File: src/rtl/peak_hold_multi.sv
// Per-window magnitude peak detector for NCH parallel channels with clip flags
// and a registered cross-channel maximum; window length set by an internal counter.
module peak_hold_multi #(
   parameter int unsigned W      = 32,
   parameter int unsigned NCH    = 4,
   parameter int unsigned PERIOD = 150000,
   parameter bit          SIGNED = 1'b1
) (
   input  logic                                      clk,
   input  logic                                      rst,
   input  logic [NCH*W-1:0]                          din,
   input  logic                                      din_valid,
   output logic [NCH*W-1:0]                          peak,
   output logic                                      peak_valid,
   output logic [NCH-1:0]                            clip,
   output logic [W-1:0]                              gmax,
   output logic [(NCH > 1 ? $clog2(NCH) : 1)-1:0]    gidx,
   output logic                                      gvalid
);

   localparam int unsigned IW = (NCH > 1) ? $clog2(NCH) : 1;
   localparam int unsigned CW = (PERIOD > 1) ? $clog2(PERIOD) : 1;
   localparam logic [CW-1:0] LAST = CW'(PERIOD - 1);
   localparam logic [W-1:0]  FS   = SIGNED ? {1'b0, {(W-1){1'b1}}} : {W{1'b1}};

   logic [CW-1:0]  cnt;
   logic           tick_q;
   logic           vld_q;
   logic [W-1:0]   mag_d   [NCH];
   logic [W-1:0]   mag_q   [NCH];
   logic [W-1:0]   inner   [NCH];
   logic [W-1:0]   acc_max [NCH];
   logic [NCH-1:0] clip_acc;
   logic [NCH-1:0] acc_clip;
   logic [W-1:0]   lane_max;
   logic [IW-1:0]  lane_idx;

   // Ones'-complement magnitude; invalid samples become zero.
   always_comb begin
      for (int c = 0; c < NCH; c++) begin
         mag_d[c] = '0;
         if (din_valid) begin
            if (SIGNED && din[c*W + W - 1])
               mag_d[c] = {1'b0, ~din[c*W +: W-1]};
            else
               mag_d[c] = din[c*W +: W];
         end
      end
   end

   // Running max and clip including the sample currently in the magnitude stage.
   always_comb begin
      for (int c = 0; c < NCH; c++) begin
         acc_max[c]  = (vld_q && (mag_q[c] > inner[c])) ? mag_q[c] : inner[c];
         acc_clip[c] = clip_acc[c] | (vld_q && (mag_q[c] == FS));
      end
   end

   // Cross-lane maximum; strict compare keeps the lowest index on ties.
   always_comb begin
      lane_max = peak[0 +: W];
      lane_idx = '0;
      for (int c = 1; c < NCH; c++) begin
         if (peak[c*W +: W] > lane_max) begin
            lane_max = peak[c*W +: W];
            lane_idx = IW'(c);
         end
      end
   end

   always_ff @(posedge clk) begin
      if (rst) begin
         cnt        <= '0;
         tick_q     <= 1'b0;
         vld_q      <= 1'b0;
         clip_acc   <= '0;
         peak       <= '0;
         clip       <= '0;
         peak_valid <= 1'b0;
         gmax       <= '0;
         gidx       <= '0;
         gvalid     <= 1'b0;
         for (int c = 0; c < NCH; c++) begin
            mag_q[c] <= '0;
            inner[c] <= '0;
         end
      end else begin
         cnt        <= (cnt == LAST) ? '0 : cnt + CW'(1);
         tick_q     <= (cnt == LAST);
         vld_q      <= din_valid;
         peak_valid <= tick_q;
         gvalid     <= peak_valid;
         for (int c = 0; c < NCH; c++)
            mag_q[c] <= mag_d[c];

         // Window close folds in the last sample and restarts the accumulators.
         if (tick_q) begin
            for (int c = 0; c < NCH; c++) begin
               peak[c*W +: W] <= acc_max[c];
               inner[c]       <= '0;
            end
            clip     <= acc_clip;
            clip_acc <= '0;
         end else begin
            for (int c = 0; c < NCH; c++)
               inner[c] <= acc_max[c];
            clip_acc <= acc_clip;
         end

         if (peak_valid) begin
            gmax <= lane_max;
            gidx <= lane_idx;
         end
      end
   end

endmodule

File: config.mk
export PLATFORM = sky130hd
export DESIGN_NAME = peak_hold_multi
export DESIGN_NICKNAME = d
export VERILOG_FILES = /design/src/rtl/peak_hold_multi.sv
export SDC_FILE = /design/constraint.sdc
export NUM_CORES = 1
export LEC_CHECK = 0
export CORE_MARGIN = 4
export CORE_UTILIZATION = 56
export DETAILED_ROUTE_END_ITERATION = 8
export PLACE_DENSITY = 0.84
export SYNTH_ARGS = -nofsm -noshare
export SYNTH_HDL_FRONTEND = slang
export SYNTH_SLANG_ARGS = --single-unit
export TNS_END_PERCENT = 50
File: constraint.sdc
create_clock -name clk -period 7.6 [get_ports clk]
set_input_delay 1.52 -clock clk [delete_from_list [all_inputs] [get_ports clk]]
set_output_delay 1.52 -clock clk [all_outputs]
set_load 0.005 [all_outputs]
Yosys cells after proc, flatten, opt, wreduce, memory -nomap -nowiden

Memories as Yosys holds them, arrays and structs flattened.
Cells that the tools add are included.

Register bits: 192
Memory bits (writable): 256
Memories kept: 2

Memory list:

| memory | words | width | read ports | clocked after Yosys merged registers in | wr ports | RTL line | RTL |
|---|---|---|---|---|---|---|---|
| inner  | 4     | 32    | 4          | 0                                       | 4        | 31       | `logic [W-1:0] inner [NCH];` |
| mag_q  | 4     | 32    | 4          | 0                                       | 4        | 30       | `logic [W-1:0] mag_q [NCH];` |

$add $sub $neg: 1
Order comparisons: 7
Eq/ne operators: 5
Mux-type cells: 39
Bitwise operators: 20
Reductions and logical operators: 10

Operators with widths:

| cell                  | count |
|---|---|
| $mux 32               | 21 |
| $gt 32x32->1          | 7 |
| $mux 31               | 6 |
| $eq 32x31->1 const B  | 4 |
| $not 31->31           | 4 |
| $add 18x1->18 const B | 1 |
| $eq 18x18->1 const B  | 1 |
| $or 1x1->1            | 16 |
| $mux 1                | 10 |
| $logic_and 1x1->1     | 8 |
| $mux 2                | 2 |
| $reduce_or 2->1       | 2 |

Longest topological paths before layout

Gate-level depths: netlist (run 1).

Depth in word-level cells: 6
Depth in mapped cells: 31
Mapped depth without buffers: 27

Worst setup path after synthesis (run 1)

No wires, ideal clock.

Path type: reg-to-reg
Start point: register peak[14]
End point: register gmax[10]
Data arrival time: 6308 ps
Path slack: 1145 ps
Stages on the path, launching flop included: 27
Path buffers: 5
Clock period less this slack: 6455 ps
Cell sequence: dfxtp_1 > inv_1 > ha_1 > nand4_1 > or4_1 > or3_4 > o21ai_4 > buf_8 > mux2i_1 > ha_1 > a21oi_1 > nand2_1 > a221o_1 > o31ai_1 > a22o_1 > clkbuf_1 > clkbuf_1 > o21ai_0 > ha_1 > nand3_1 > or4_1 > or4_1 > o21ai_2 > and3_1 > buf_4 > buf_6 > a221oi_2

Longest elaborated chain between the ends: 6

Ends and longest elaborated chain:

| item                            | RTL line | RTL |
|---|---|---|
| start, declared                 | 13       | `output logic [NCH*W-1:0] peak,` |
| start signal, assigned by index | 99       | `peak[c*W +: W] <= acc_max[c];` |
| $gt 32x32->1                    | 64       | `if (peak[c*W +: W] > lane_max) begin` |
| $mux 32 *                       | 64       |  |
| $gt 32x32->1                    | 64       |  |
| $mux 32 *                       | 64       |  |
| $gt 32x32->1                    | 64       |  |
| $mux 32 *                       | 64       |  |
| end signal, assigned            | 111      | `gmax <= lane_max;` |
| end, declared                   | 16       | `output logic [W-1:0] gmax,` |

Every way passes the cells marked *; elsewhere a longest branch is shown, timed or not.
A chain may end at the register's enable or synchronous reset.

Worst setup path after layout (run 1)

Start point: register peak[27]
End point: register gmax[1]

The elaborated chain is that of the path after synthesis.

==> impl_results.md, run 1 <==
* Status: completed
* Initial Util at a little under three fifths
* Worst Setup Start Kind: flop
* Post-Syn Area at around 23,000 um2
* Routed wire length at 76.11 mm
* Antenna fix cells at 0
* Total CTS buffers at 47
* Drt via density at ~6.0
* Synthesis-stage register bit count at around 440
* # DRC at 0
* First-pass GRT wire length at 115.2 mm
* Final #Nets at 3,291
* Worst-path clk slew at approximately 0.060 ns
* H-tree depth at 2
* Fin Setup TNS at 0 ns
* Largest net degree at the start of global routing at around 110
* Required @ worst endpoint at 8.02 ns
* Tmin final at roughly 7.3 ns
* Drt pass-1 iters at 7
* Vias in the first global route at 20,450
* Worst Hold Class: reg -> reg
* Clk buf depth at 3
* VDD IR max at 0.1431 mV
* Max_slew headroom at 14.20%
* Sink Count at 444
* RSZ-0062 raised after global routing: false
* Area Growth Syn to Fin at 23.75%
* FFs w/ async S/R, synth at 0%
* Unique masters post-synth at 62
* Total power draw at 5.408 mW
* WS Path Type: reg -> reg
* Die width at about 210 um
* Via count at 21,120
* Max Clk Rate at 136.7 MHz
* Most common cell after layout, fill and taps aside: nor2_1
* Dpl hpwl at 57.28 mm
* Worst slew pin tran at approximately 1.3 ns
* Mean cell area of the mapped netlist at 9.080 um2
* Nature of the critical path endpoint: flop
* I/O Pins at 299
* Final hold viol count at 0
* Routed Antenna Nets at 0
* Core Region at 41,020 um2
* Die area at around 45,000 um2
* Final setup vio count at 0
* Layout cell share with drive strength beyond 1 at 6.951%
* Clock root cell: clkbuf_16
* GR Util All Layers at 32.50%
* DRT iter0 DRCs at approximately 2,500
* Yosys warnings at 0
* Leakage power at 12.13 nW
* Ys flop type: dfxtp_1
* Avg WL per Cell at approximately 22 um
* Count of final max-slew check failures at 0
* TritonCTS clock tree: built
* Cell area power density at around 190 nW/um2
* Max-cap check violation count at 0
* Crit Path Max Fanout at 34
* Fillers at 3,142
* Sequential area share after synthesis at around 42%
* Global route overflow at 0
* Initial antenna violation count at 2
* Fin crit share at 96.23%
* Commonest cells after routing, fill and taps aside: nor2_1 (377), dfxtp_1 (346), clkdlybuf4s50_1 (293)
* Clk Latency, worst-skew pair at 0.59 ns
* GPL Wtd Cong at 0.9854
* IO Port Bufs at about 300
* Mapped Cells at roughly 2,600
* Crit path arrival time at between 7 and 8 ns
* Post-synth EDFFs at 96
* Row cnt at 74
* Fin util at 70.57%
* Setup Skew at 0.01697 ns
* Die Y at 212.4 um
[area by class of cell]
class                           instances  area [um2]  share of cell area [%]
Clock buffer                           74        1421                   4.911
Tap cell                              532       665.6                   2.300
Sequential cell                       444        9857                   34.06
Inverter                              167       626.9                   2.166
Clock inverter                         14       163.9                  0.5663
Timing Repair Buffer                  375        3571                   12.34
Multi-Input combinational cell       1904       12640                   43.67
[Yosys cell counts (all sizes together) (13+ instances only)]
master,instances,area (um2)
a221oi,35,494.2
ha,221,2765
o21bai,33,247.7
nor2b,16,100.1
edfxtp,96,2883
nor4,13,81.33
clkbuf,119,446.7
a21o,18,135.1
o21ai,129,660.6
nand3,59,295.3
a311oi,31,271.5
a211oi,39,292.8
nor2,379,1423
nand2,205,769.5
o22ai,65,406.6
nand4,70,437.9
a21oi,139,695.7
mux2i,98,992.2
buf,37,241.5
xnor2,129,1130
dfxtp,348,6967
a2111oi,35,306.5
inv,167,626.9
[per-stage QoR]
step / instances / hold WS [ns] / area, um2 / setup WS [ns]
global placement: 3417 / 0.4318 / 27270 / 0.3721
global route: 3510 / 0.4837 / 28940 / 0.01263
CTS: 3505 / 0.4594 / 28860 / 0.02064
finish: 3510 / 0.4562 / 28940 / 0.2866
detailed placement: 3417 / 0.4433 / 27270 / 0.1119
floorplan: 2671 / 0.4211 / 23750 / 1.145
[flip-flops by register name, summed over array words and instances, names as in the netlist]
name and cells:
gidx 2, vld_q 1, cnt 18, clip_acc 4, clip 4, tick_q 1, inner 128, peak 128
peak_valid 1, mag_q 124, gmax 32, gvalid 1
[worst paths after layout]
kind | startpoint | end | slack [ns] | depth (start not counted)
hold reg to reg | clip_acc[1]$_SDFF_PN0_ | clip_acc[1]$_SDFF_PN0_ | 0.46 | 2
setup reg to reg | peak[27]$_SDFFE_PP0P_ | gmax[1]$_SDFFE_PP0P_ | 0.29 | 24
setup / recovery | peak[27]$_SDFFE_PP0P_ | gmax[1]$_SDFFE_PP0P_ | 0.29 | 24
hold / removal | clip_acc[1]$_SDFF_PN0_ | clip_acc[1]$_SDFF_PN0_ | 0.46 | 2
[report_power, final]
group / leakage [nW] / switching [mW] / total, mW / internal (mW)
clock: 0.780 / 0.977 / 2.37 / 1.39
sequential: 3.81 / 0.0640 / 2.55 / 2.49
combinational: 7.54 / 0.271 / 0.491 / 0.219
[worst max-delay path, stage by stage, from the launching register on]
cell	delay, ns
dfxtp_1	0.38
inv_1	0.06
ha_1	0.32
a21oi_1	0.18
o21ai_0	0.16
a221oi_1	0.33
o21ai_0	0.26
o21ai_4	0.45
buf_4	0.22
mux2i_1	0.45
ha_1	0.35
and4_1	0.21
a221o_1	0.31
a21oi_1	0.25
a22o_4	0.36
o21ai_0	0.15
ha_1	0.33
nand3_1	0.12
or4_1	0.60
or4_1	0.54
o21ai_2	0.10
buf_6	0.29
and3_2	0.26
buf_12	0.26
a221oi_1	0.14
[timing repair]
action,4_1_cts,5_1_grt
setup buffers,0,5
gates resized for setup,0,10
hold buffers,0,0
setup endpoints to repair,0,33
[routing by layer]
layer / global-route usage, % / vias to the layer above / wire length [um] / share of wire [%]
met2: 51.15 / 1090 / 34320 / 45
met4: 15.55 / 2 / 4052 / 5.3
met3: 6.345 / 255 / 7162 / 9.4
li1: - / 9772 / - / -
met1: 43.29 / 10000 / 30560 / 40
met5: 0 / - / 13 / 0.017
[cells by family (layout without fill, tap and decap cells)]
| kind of cell | after synthesis | in the layout | share of synthesized area, % |
|---|---|---|---|
| and+or+nand+nor | 788 | 788 | 14.61 |
| AOI/OAI and AO/OA | 561 | 561 | 16.33 |
| DFF | 444 | 444 | 42.11 |
| buffers and inverters | 323 | 630 | 5.622 |
| adders and majority gates | 221 | 221 | 11.82 |
| xor gates and xnor gates | 140 | 140 | 5.242 |
| muxes | 98 | 98 | 4.242 |
| other | 1 | 96 | 0.01603 |
Power figures use the tool's default switching activity.
==> run 2: changes to the inputs <==
CORE_UTILIZATION = 60   (was 56)
DONT_BUFFER_PORTS = 1   (was not set)
PLACE_DENSITY = 0.79   (was 0.84)
clock period = 7.1 ns   (was 7.6 ns; I/O delays follow)
==> run 2 against run 1 <==
Against the previous run:
- clock-buffer cell count down 11
- hold slack better by 0.0039 ns
- maximum frequency up 5.6%
- sequential power up 7%
- flip-flop and latch count unchanged
- non-clock buffer count down 274
- via count down 5.9%
- clock skew up 0.0053 ns
- utilization down 2.2 points
- worst setup slack worse by 0.11 ns
- die area down 6.4%
- largest cell class unchanged
==> impl_results.md, run 2 (same netlist as run 1, synthesis figures left out) <==
* Die area at 42,210 um2
* Top flop regs: inner x128, peak x128, mag_q x124
* Int Pwr at roughly 4.4 mW
* Flop pwr share at 47.5%
* Cell area power density at 218.1 nW/um2
* Crit path arrival time at 7.37 ns
* Final hold viol count at 0
* IO Port Bufs at 0
* Min-delay src: cnt[0]$_SDFF_PP0_
* Avg WL per Cell at ~23 um
* Die width at 205.4 um
* Worst hold slack at about 0.46 ns
* Leakage power at 11.23 nW
* Fraction of power consumed by combinational cells at 7.2%
* # DRC at 0
* Final setup vio count at 0
* Clock root cell: clkbuf_16
* Drt via density at 6.169
* Worst Hold Class: reg -> reg
* VDD IR max at 0.1734 mV
* Layout cell share with drive strength beyond 1 at a little under a tenth
* Most common cell after layout, fill and taps aside: nor2_1
* NetSw at 1.386 mW
* Post-Place Cells at roughly 3,100
* Tmin final at 6.928 ns
* Antenna fix cells at 0
* Dpl hpwl at 55.26 mm
* GR Util All Layers at 33.52%
* TritonCTS clock tree: built
* Max_slew headroom at around 16%
* Sink Count at 444
* First-pass GRT wire length at roughly 110 mm
* Row cnt at 72
* Worst Setup Start Kind: flop
* CTS hold repair buffers at 0
* Clk Latency, worst-skew pair at a little over 0.6 ns
* Multi-input gate area at 12,770 um2
* Core Region at 38,560 um2
* Worst setup startpoint: peak[14]$_SDFFE_PP0P_
* R2r startpoint: peak[14]$_SDFFE_PP0P_
* H-tree depth at 2
* Switching part of the total at around a quarter
* Initial Util at 60.66%
* Fillers at 3,111
* Crit Path Max Fanout at 24
* Count of final max-slew check failures at 0
* Routed Antenna Nets at 0
* Worst-path clk slew at 0.06 ns
* Max-cap check violation count at 0
* Area Growth Syn to Fin at 12.66%
* I/O Pins at 299
* Drt pass-1 iters at 6
* Fin Setup TNS at 0 ns
* Max Clk Rate at 144.3 MHz
* GPL Wtd Cong at 1.000
* Via count at 19,880
* DRT iter0 DRCs at 1,888
* Largest stage delay, worst path at 0.60 ns
* Routed wire length at between 70 and 80 mm
* Largest net degree at the start of global routing at between 100 and 150
* Sequential Area at 9857 um2
* WS Path Type: reg -> reg
* Global route overflow at 0
* Post-route insts no fill at between 3,000 and 4,000
* Slowest CP cell: or4_1
* Fin util at 68.34%
* Status: completed
* Clk network pwr share at 45.3%
* Setup Skew at 0.02222 ns
* Final #Nets at 3,018
* Required @ worst endpoint at about 7.5 ns
* Vias in the first global route at about 19,000
* Clk buf depth at 3
* Total CTS buffers at 46
* Die Y at 205.4 um
* Commonest cells after routing, fill and taps aside: nor2_1 (377), dfxtp_1 (346), ha_1 (221)
* Fin crit share at between 90% and 100%
* Initial antenna violation count at 1
* Worst slew pin tran at 1.255 ns
* Nature of the critical path endpoint: flop
-- run 2: cell types whose count changed in the layout (fill, tap and decap cells not counted), moves of 2 or more --
cell | previous run | this run
clkbuf_1 | 16 | 6
mux2i_1 | 91 | 85
inv_16 | 0 | 2
buf_2 | 4 | 0
mux2i_2 | 7 | 10
buf_4 | 74 | 94
bufinv_16 | 3 | 5
clkinv_2 | 6 | 8
clkdlybuf4s50_1 | 293 | 0
clkbuf_16 | 50 | 48
a2111oi_1 | 2 | 0
mux2i_4 | 0 | 3
-- run 2: cell type report --
type                            count  share of cell area, %
Multi-Input combinational cell   1906                  48.45
Sequential cell                   444                  37.41
Clock buffer                       63                  5.090
Timing Repair Buffer              101                  3.091
Tap cell                          518                  2.460
Inverter                          167                  2.379
Clock inverter                     23                  1.125
-- run 2: worst max-delay path, delay by kind of cell, from the launching register on --
| kind | cells | cell delay [ns] |
|---|---|---|
| buf+inv | 6 | 1.01 |
| fa+ha+maj | 3 | 0.82 |
| mux | 1 | 0.25 |
| flops | 1 | 0.33 |
| simple gates | 9 | 3.37 |
| compound gates | 6 | 0.95 |
-- run 2: final timing paths --
| path | depth (start not counted) | endpoint | slack (ns) |
|---|---|---|---|
| min | 1 | cnt[0]$_SDFF_PP0_ | 0.46 |
| min reg2reg | 1 | cnt[0]$_SDFF_PP0_ | 0.46 |
| max | 25 | gmax[3]$_SDFFE_PP0P_ | 0.17 |
| max reg2reg | 25 | gmax[3]$_SDFFE_PP0P_ | 0.17 |
-- run 2: timing repair --
action	CTS	global route
cloned	0	2
setup endpoints to repair	33	33
pin swaps	1	3
setup buffers	3	2
resized for setup	0	31
-- run 2: power groups by stage --
stage          Sequential (mW)  Clock [mW]  Combinational (mW)
2_1_floorplan             2.75           0               0.350
3_3_place_gp              2.78           0               0.389
3_5_place_dp              2.78           0               0.406
4_1_cts                   2.73        2.63               0.411
5_1_grt                   2.73        2.72               0.470
6_report                  2.73        2.60               0.417
-- run 2: per-layer routing --
metal | part of all wire [%] | vias to the layer above | GRT usage [%]
li1 | - | 9256 | -
met1 | 40 | 9383 | 44.24
met2 | 44 | 985 | 51.72
met3 | 9.8 | 251 | 7.991
met4 | 5.7 | 0 | 16.79
met5 | 0 | - | 0
-- run 2: per-stage QoR --
step,area (um2),power [mW],setup WS (ns)
floorplan,23750,3.104,0.6446
global placement,24490,3.167,0.06878
detailed placement,24490,3.187,-0.08596
CTS,26160,5.763,0.04419
global route,26350,5.925,-0.03832
finish,26350,5.748,0.1723
